## src/rtl/sigma_delta_adc.sv

```systemverilog
// ---------------------------------------------------------------------------
// sigma_delta_adc
//
// First-order sigma-delta front end for a tape EAR input. An external
// comparator compares an RC integrator against midrail. This block
// synchronises the comparator output, drives the inverted bit back into the
// integrator resistor, and decimates the feedback bitstream. Decimation is a
// boxcar count of feedback ones over 2^DECIM_LOG2 clocks.
//
// Parameters
//   DECIM_LOG2   log2 of the decimation window length (6..10)
//   HYST_HI      8-bit sample level at or above which ear_out sets
//   HYST_LO      8-bit sample level at or below which ear_out clears
//                (HYST_LO < HYST_HI)
//
// Ports
//   clk           in   single clock, rising edge
//   rst_n         in   asynchronous active-low reset
//   cmp_in        in   comparator output, asynchronous to clk
//   fb_out        out  1-bit feedback to the integrator, direct flop output
//   sample [7:0]  out  decimated unsigned sample, held between updates
//   sample_valid  out  one-clock pulse marking a sample update
//   clip          out  window was all-0 or all-1 (qualified by sample_valid)
//   ear_out       out  hysteresis-sliced level derived from sample
// ---------------------------------------------------------------------------
module sigma_delta_adc #(
    parameter int DECIM_LOG2 = 8,
    parameter int HYST_HI    = 144,
    parameter int HYST_LO    = 112
) (
    input  logic       clk,
    input  logic       rst_n,
    input  logic       cmp_in,
    output logic       fb_out,
    output logic [7:0] sample,
    output logic       sample_valid,
    output logic       clip,
    output logic       ear_out
);

    localparam int             N         = DECIM_LOG2;
    localparam logic [7:0]     LP_HI     = 8'(HYST_HI);
    localparam logic [7:0]     LP_LO     = 8'(HYST_LO);
    localparam logic [N-1:0]   LP_PH_ONE = {{(N-1){1'b0}}, 1'b1};
    localparam logic [7:0]     LP_MID    = 8'h80;

    // synchroniser and feedback
    logic         r_s1;
    logic         r_s2;
    logic         r_fb;

    // decimator
    logic [N-1:0] r_phase;
    logic [N:0]   r_acc;

    // output registers
    logic [7:0]   r_sample;
    logic         r_sample_valid;
    logic         r_clip;
    logic         r_ear;

    logic         w_last;
    logic [N:0]   w_ones;
    logic [N-1:0] w_sat;
    logic [7:0]   w_v;
    logic         w_clip;
    logic         w_ear_next;

    // -----------------------------------------------------------------------
    // Comparator synchroniser. The feedback is the inverted synchronised
    // comparator bit, so cmp_in reaches fb_out on the third rising edge.
    // -----------------------------------------------------------------------
    always_ff @(posedge clk or negedge rst_n) begin
        if (!rst_n) begin
            r_s1 <= 1'b0;
            r_s2 <= 1'b0;
            r_fb <= 1'b0;
        end else begin
            r_s1 <= cmp_in;
            r_s2 <= r_s1;
            r_fb <= ~r_s2;
        end
    end

    // -----------------------------------------------------------------------
    // Boxcar decimator. The accumulator has collected 2^N-1 feedback bits
    // when the phase counter reaches its last value. Adding the current bit
    // gives a count of 0..2^N. A count of exactly 2^N is the only case that
    // sets the top bit, so that bit doubles as the all-ones detector.
    // -----------------------------------------------------------------------
    assign w_last = &r_phase;
    assign w_ones = r_acc + {{N{1'b0}}, r_fb};
    assign w_sat  = w_ones[N] ? {N{1'b1}} : w_ones[N-1:0];
    assign w_clip = (w_ones == '0) || w_ones[N];

    generate
        if (N >= 8) begin : g_scale_down
            assign w_v = w_sat[N-1 -: 8];
        end else begin : g_scale_up
            assign w_v = {w_sat, {(8-N){1'b0}}};
        end
    endgenerate

    always_comb begin
        w_ear_next = r_ear;
        if (w_v >= LP_HI) begin
            w_ear_next = 1'b1;
        end else if (w_v <= LP_LO) begin
            w_ear_next = 1'b0;
        end
    end

    always_ff @(posedge clk or negedge rst_n) begin
        if (!rst_n) begin
            r_phase <= '0;
            r_acc   <= '0;
        end else begin
            r_phase <= r_phase + LP_PH_ONE;
            if (w_last) begin
                r_acc <= '0;
            end else begin
                r_acc <= w_ones;
            end
        end
    end

    // -----------------------------------------------------------------------
    // Output stage. There is no backpressure: sample simply holds until the
    // next window closes, and clip and ear_out only move on that same edge.
    // -----------------------------------------------------------------------
    always_ff @(posedge clk or negedge rst_n) begin
        if (!rst_n) begin
            r_sample       <= LP_MID;
            r_sample_valid <= 1'b0;
            r_clip         <= 1'b0;
            r_ear          <= 1'b0;
        end else begin
            r_sample_valid <= w_last;
            if (w_last) begin
                r_sample <= w_v;
                r_clip   <= w_clip;
                r_ear    <= w_ear_next;
            end
        end
    end

    assign fb_out       = r_fb;
    assign sample       = r_sample;
    assign sample_valid = r_sample_valid;
    assign clip         = r_clip;
    assign ear_out      = r_ear;

endmodule

```

## config.mk

```make
export PLATFORM = sky130hd
export DESIGN_NAME = sigma_delta_adc
export DESIGN_NICKNAME = d
export VERILOG_FILES = /design/src/rtl/sigma_delta_adc.sv
export SDC_FILE = /design/constraint.sdc
export NUM_CORES = 1
export LEC_CHECK = 0
export ABC_AREA = 0
export CAP_MARGIN = 10
export CORE_MARGIN = 2
export CORE_UTILIZATION = 48
export CTS_CLUSTER_SIZE = 40
export DETAILED_ROUTE_END_ITERATION = 7
export GPL_TIMING_DRIVEN = 0
export HOLD_SLACK_MARGIN = 0.02
export PLACE_DENSITY = 0.75
export SLEW_MARGIN = 20
export SYNTH_ARGS = -nofsm -noshare
export SYNTH_HDL_FRONTEND = slang
export SYNTH_SLANG_ARGS = --single-unit
```

## constraint.sdc

```tcl
create_clock -name clk -period 2.1 [get_ports clk]
set_clock_uncertainty 0.2 [all_clocks]
set_input_delay 0.525 -clock clk [delete_from_list [all_inputs] [get_ports clk]]
set_output_delay 0.525 -clock clk [all_outputs]
set_load 0.02 [all_outputs]
```

# [Word-level counts from Yosys, hierarchy flattened]
# Cells that the tools add are included.
[totals] ff_bits=31 inputBits=3 out_inout_bits=12 elab_cells=23
[classes] addsub=2 order_cmp=2 n_mux=4 n_bitwise=1 reduce_logical=5
[op_table] cell="9-bit by 1-bit adder with 9-bit output" n=1
[op_table] cell="9-bit logical NOT" n=1
[op_table] cell="9-bit 2-to-1 mux" n=1
[op_table] cell="9-bit AND reduction" n=1
[op_table] cell="8-bit by 1-bit adder with 8-bit output, second input constant" n=1
[op_table] cell="8-bit greater-or-equal comparator, second input constant" n=1
[op_table] cell="8-bit by 7-bit <= comparator with 1-bit output, second input constant" n=1
[op_table] cell="8-bit 2-to-1 mux" n=1
[op_table] cell="8-bit AND reduction" n=1
[op_table] cell="1-bit 2-to-1 mux" n=2
[op_table] cell="2-bit nonzero test" n=1
[op_table] cell="1-bit logical OR" n=1
[op_table] cell="1-bit NOT" n=1

# [Depth between registers and ports, before layout]
# Gate-level depths: netlist of the first run.
[depth] ltp_word=5 ltp_mapped=9 ltp_nobuf=7

# [Least setup slack after synthesis of the first run]
# No wires, ideal clock.
[synth_timing] path_type="reg-to-reg" startpoint="register r_fb (netlist: fb_out)" endpoint="register r_sample[4] (netlist: sample[4])" setup_ns=0.131 t_arrival_ns=1.873 required_ns=1.769 path_slack_ns=-0.104 path_stages_with_launch=10 n_path_buf=2 period_less_slack_ns=2.204 cell_sequence="dfrtp_1 ha_1 ha_1 and3_1 buf_6 nand3_1 xor2_1 and2_0 buf_2 a21oi_1"
[synth_via] elab_chain_cells=2
[synth_lines] element="start, declared" line_no="50" text="logic r_fb;"
[synth_lines] element="start signal, assigned" line_no="81" text="r_fb <= ~r_s2;"
[synth_lines] element="9-bit by 1-bit adder with 9-bit output" line_no="92" text="assign w_ones = r_acc + {{N{1'b0}}, r_fb};"
[synth_lines] element="8-bit 2-to-1 mux" line_no="93" text="assign w_sat = w_ones[N] ? {N{1'b1}} : w_ones[N-1:0];"
[synth_lines] element="end signal, assigned" line_no="140" text="r_sample <= w_v;"
[synth_lines] element="end, declared" line_no="57" text="logic [7:0] r_sample;"
# Every way passes these cells.
# A chain may end at the register's enable or synchronous reset.

# [Worst setup path after layout of the first run]
[layout_timing] startpoint="register r_fb (netlist: fb_out)" endpoint="output port fb_out"
[layout_rtl] element="end, declared" line_no="34" text="output logic fb_out,"
# No word-level cell between the ends.

==> flow_metrics.env, run 1 <==
export IMPL_status="finished, final reports clean"
export IMPL_switching_share_pct=31.52
export IMPL_yosys_top_cells_count="dfrtp_1, nor2_1, xnor2_1"
export IMPL_vias=944
export IMPL_rows=18
export IMPL_rrSetupSlack_ns=0.04
export IMPL_htree_levels=2
export IMPL_worstMarginPinSlew_ns=0.6725
export IMPL_final_hold_viol_count=0
export IMPL_relSlewSlack_pct=55.17
export IMPL_grt_pass1_wl_um=4271
export IMPL_fp_dieH_um=56.27
export IMPL_cp_num_buf_inv=1
export IMPL_ys_top_cells_by_area="dfrtp_1, xnor2_1, nor2_1, nand3_1, xor2_1"
export IMPL_ioPinCount=15
export IMPL_dpl_cell_count=158
export IMPL_worstSkewPairLatency_ns=0.33
export IMPL_p_switching_uw=451.0
export IMPL_start_kind="flip-flop"
export IMPL_numCtsBuffers=5
export IMPL_cp_max_fo=2
export IMPL_wl_per_cell_um=15.95
export IMPL_diodes=0
export IMPL_cts_tree="yes"
export IMPL_cts_hold_buf=0
export IMPL_grt_usage_pct=17.76
export IMPL_period_share_pct=98.22
export IMPL_wirelength_um=2744
export IMPL_syn_area_per_cell_sq_um=11.50
export IMPL_r2r_start="fb_out$_DFF_PN0_"
export IMPL_worst_setup_path_end_kind="primary output"
export IMPL_synthCells=114
export IMPL_ctsLongestPathBuffers=2
export IMPL_synth_yosys_seq_area_share_pct=59.26
export IMPL_drtIter0Drc=20
export IMPL_p_clk_share_pct=22.8
export IMPL_synth_async_reset_ratio_pct=100.0
export IMPL_hpwl_um=1813
export IMPL_yosysWarnings=0
export IMPL_vias_per_cell=5.488
export IMPL_min_path_type="primary input to async pin"
export IMPL_drive_above_1_share_pct=21.83
export IMPL_slowest_delay_ns=0.61
export IMPL_tns_ns=0
export IMPL_fp_dieW_um=56.27
export IMPL_synth_top_area_share_pct=57.25
export IMPL_crit_chain="clkdlybuf4s50_1"
export IMPL_p_seq_share_pct=52.3
export IMPL_required_ns=1.37
export IMPL_hold_slack_ns=0.02332
export IMPL_start_util_pct=51.98
export IMPL_grt_pass1_vias=967
export IMPL_syn2layout_area_growth_pct=26.53
export IMPL_intPower_uw=980.0
export IMPL_synth_edf_count=0
export IMPL_dieArea_sq_mm=0.003166
export IMPL_synth_net_count=120
export IMPL_cp_arrival_ns=1.34
export IMPL_synth_area_leader_cell="dfrtp_1"
export IMPL_detail_route_first_pass_iterations=4
export IMPL_power_leakage_uw=0.0007784
export IMPL_nets=147
export IMPL_antenna_found_initial=0
export IMPL_netlist_area_sq_mm=0.001311
export IMPL_io_buffers=14
export IMPL_final_core_util_pct=65.77
export IMPL_max_freq_mhz=484.8
export IMPL_place_area_sq_mm=0.001508
export IMPL_ant_nets=0
export IMPL_fin_cells=172
export IMPL_power_density_mw_per_mm2=862.6
export IMPL_synth_most_common_cell="dfrtp_1"
export IMPL_grt_overflow=0
export IMPL_crit_family="buffers and inverters"
export IMPL_stdcell_area_sq_mm=0.001659
export IMPL_cap_violations=0
export IMPL_grt_max_degree=32
export IMPL_drc=0
export IMPL_synth_distinct_cells=30
export IMPL_slowest_stage="clkdlybuf4s50_1"
export IMPL_clock_root_buffer="clkbuf_4"
export IMPL_combPwrFrac_pct=24.8
export IMPL_cts_sinks=31
export IMPL_ir_drop_v=0.0005818
export IMPL_ys_seq_elements=31
export IMPL_synth_ff_type="dfrtp_1"
export IMPL_r2r_end="sample[1]$_DFFE_PN0P_"
export IMPL_design_core_area_sq_mm=0.002522
export IMPL_path_class="flip-flop to primary output"
export IMPL_drv_slew=0
export IMPL_routabilityCongestion=0.8345
export IMPL_worstRegToRegCells=9
export IMPL_min_period_ns=2.063
export IMPL_setup_viol=0
export IMPL_path_clk_slew_ns=0.10
[cell usage in the layout (no fill, tap or decap), drive strengths merged, types with 2 or more instances in the layout]
master,count
nand3,9
a21oi,7
buf,11
inv,3
clkbuf,7
dfrtp,30
o22a,2
nor2,14
clkdlybuf4s50,11
and2,2
ha,3
xor2,5
xnor2,10
nand2,4
and3,6
nor2b,2
[area by class of cell]
| class | count | area [sq um] |
|---|---|---|
| clock buffer | 7 | 45.04 |
| sequential | 31 | 778.2 |
| fill | 202 | 863.3 |
| timing repair buffer | 20 | 181.4 |
| tap | 30 | 37.54 |
| inverter | 3 | 11.26 |
| buffer | 4 | 32.53 |
| multi-input combinational | 76 | 568.0 |
| clock inverter | 1 | 5.005 |
[sequential cells by signal, indices dropped and copies added, names as in the netlist]
| name | flops |
|---|---|
| r_s2 | 1 |
| sample_valid | 1 |
| sample | 8 |
| r_acc | 9 |
| ear_out | 1 |
| r_phase | 8 |
| fb_out | 1 |
| r_s1 | 1 |
| clip | 1 |
[worst max-delay path by stage]
stage	start	end	slack (ns)	cells after the start
2_1_floorplan	fb_out$_DFF_PN0_	ear_out$_DFFE_PN0P_	0.01	7
3_3_place_gp	rst_n	fb_out$_DFF_PN0_	-0.28	1
3_5_place_dp	fb_out$_DFF_PN0_	sample[2]$_DFFE_PN0P_	-0.09	9
4_1_cts	ear_out$_DFFE_PN0P_	ear_out	0.009	1
5_1_grt	fb_out$_DFF_PN0_	sample[2]$_DFFE_PN0P_	-0.02	9
6_report	fb_out$_DFF_PN0_	fb_out	0.04	1
[stage by stage]
step	worst slack, ns	power (uW)
floorplan	0.01338	965.2
global placement	-0.2770	1037
detailed placement	-0.08721	1057
CTS	0.008688	1422
global route	-0.01560	1515
finish	0.03740	1431
[cells by family (layout without fill, tap and decap cells)]
kind of cell	after synthesis	after routing	share of synthesized area [%]
buffers and inverters	7	35	2.862
AOI/OAI and AO/OA	14	14	6.775
xor gates and xnor gates	15	15	10.02
adders and majority gates	3	3	2.863
muxes	2	2	1.622
DFF	31	31	59.26
and+or+nand+nor	42	42	16.60
[repair_timing]
| action | 4_1_cts | 5_1_grt |
|---|---|---|
| gates resized for setup | 5 | 7 |
| pin swaps | 2 | 4 |
| setup buffers | 3 | 3 |
| setup endpoints to repair | 8 | 9 |
[metal layers]
| layer | global-route usage, % | vias up | wire length [um] |
|---|---|---|---|
| met3 | 4.839 | 7 | 76 |
| met1 | 21.85 | 489 | 1179 |
| met5 | 0 | - | 0 |
| met2 | 28.57 | 10 | 1407 |
| met4 | 9.184 | 0 | 80 |
| li1 | - | 438 | - |
[power by group through the flow]
| stage | combinational, uW | sequential [uW] | clock [uW] |
|---|---|---|---|
| CTS | 339 | 749 | 334 |
| floorplan | 227 | 738 | 0 |
| global placement | 289 | 748 | 0 |
| detailed placement | 305 | 752 | 0 |
| global route | 394 | 764 | 357 |
| finish | 355 | 749 | 327 |
No activity file was read; power rests on OpenSTA's default activity.
==> run 2, diff against run 1 <==
Settings changed: ABC_CLOCK_PERIOD_IN_PS from default to 2100.
==> results of run 2 <==
Same layout as run 1: the final DEF is identical, and so are final timing and power.
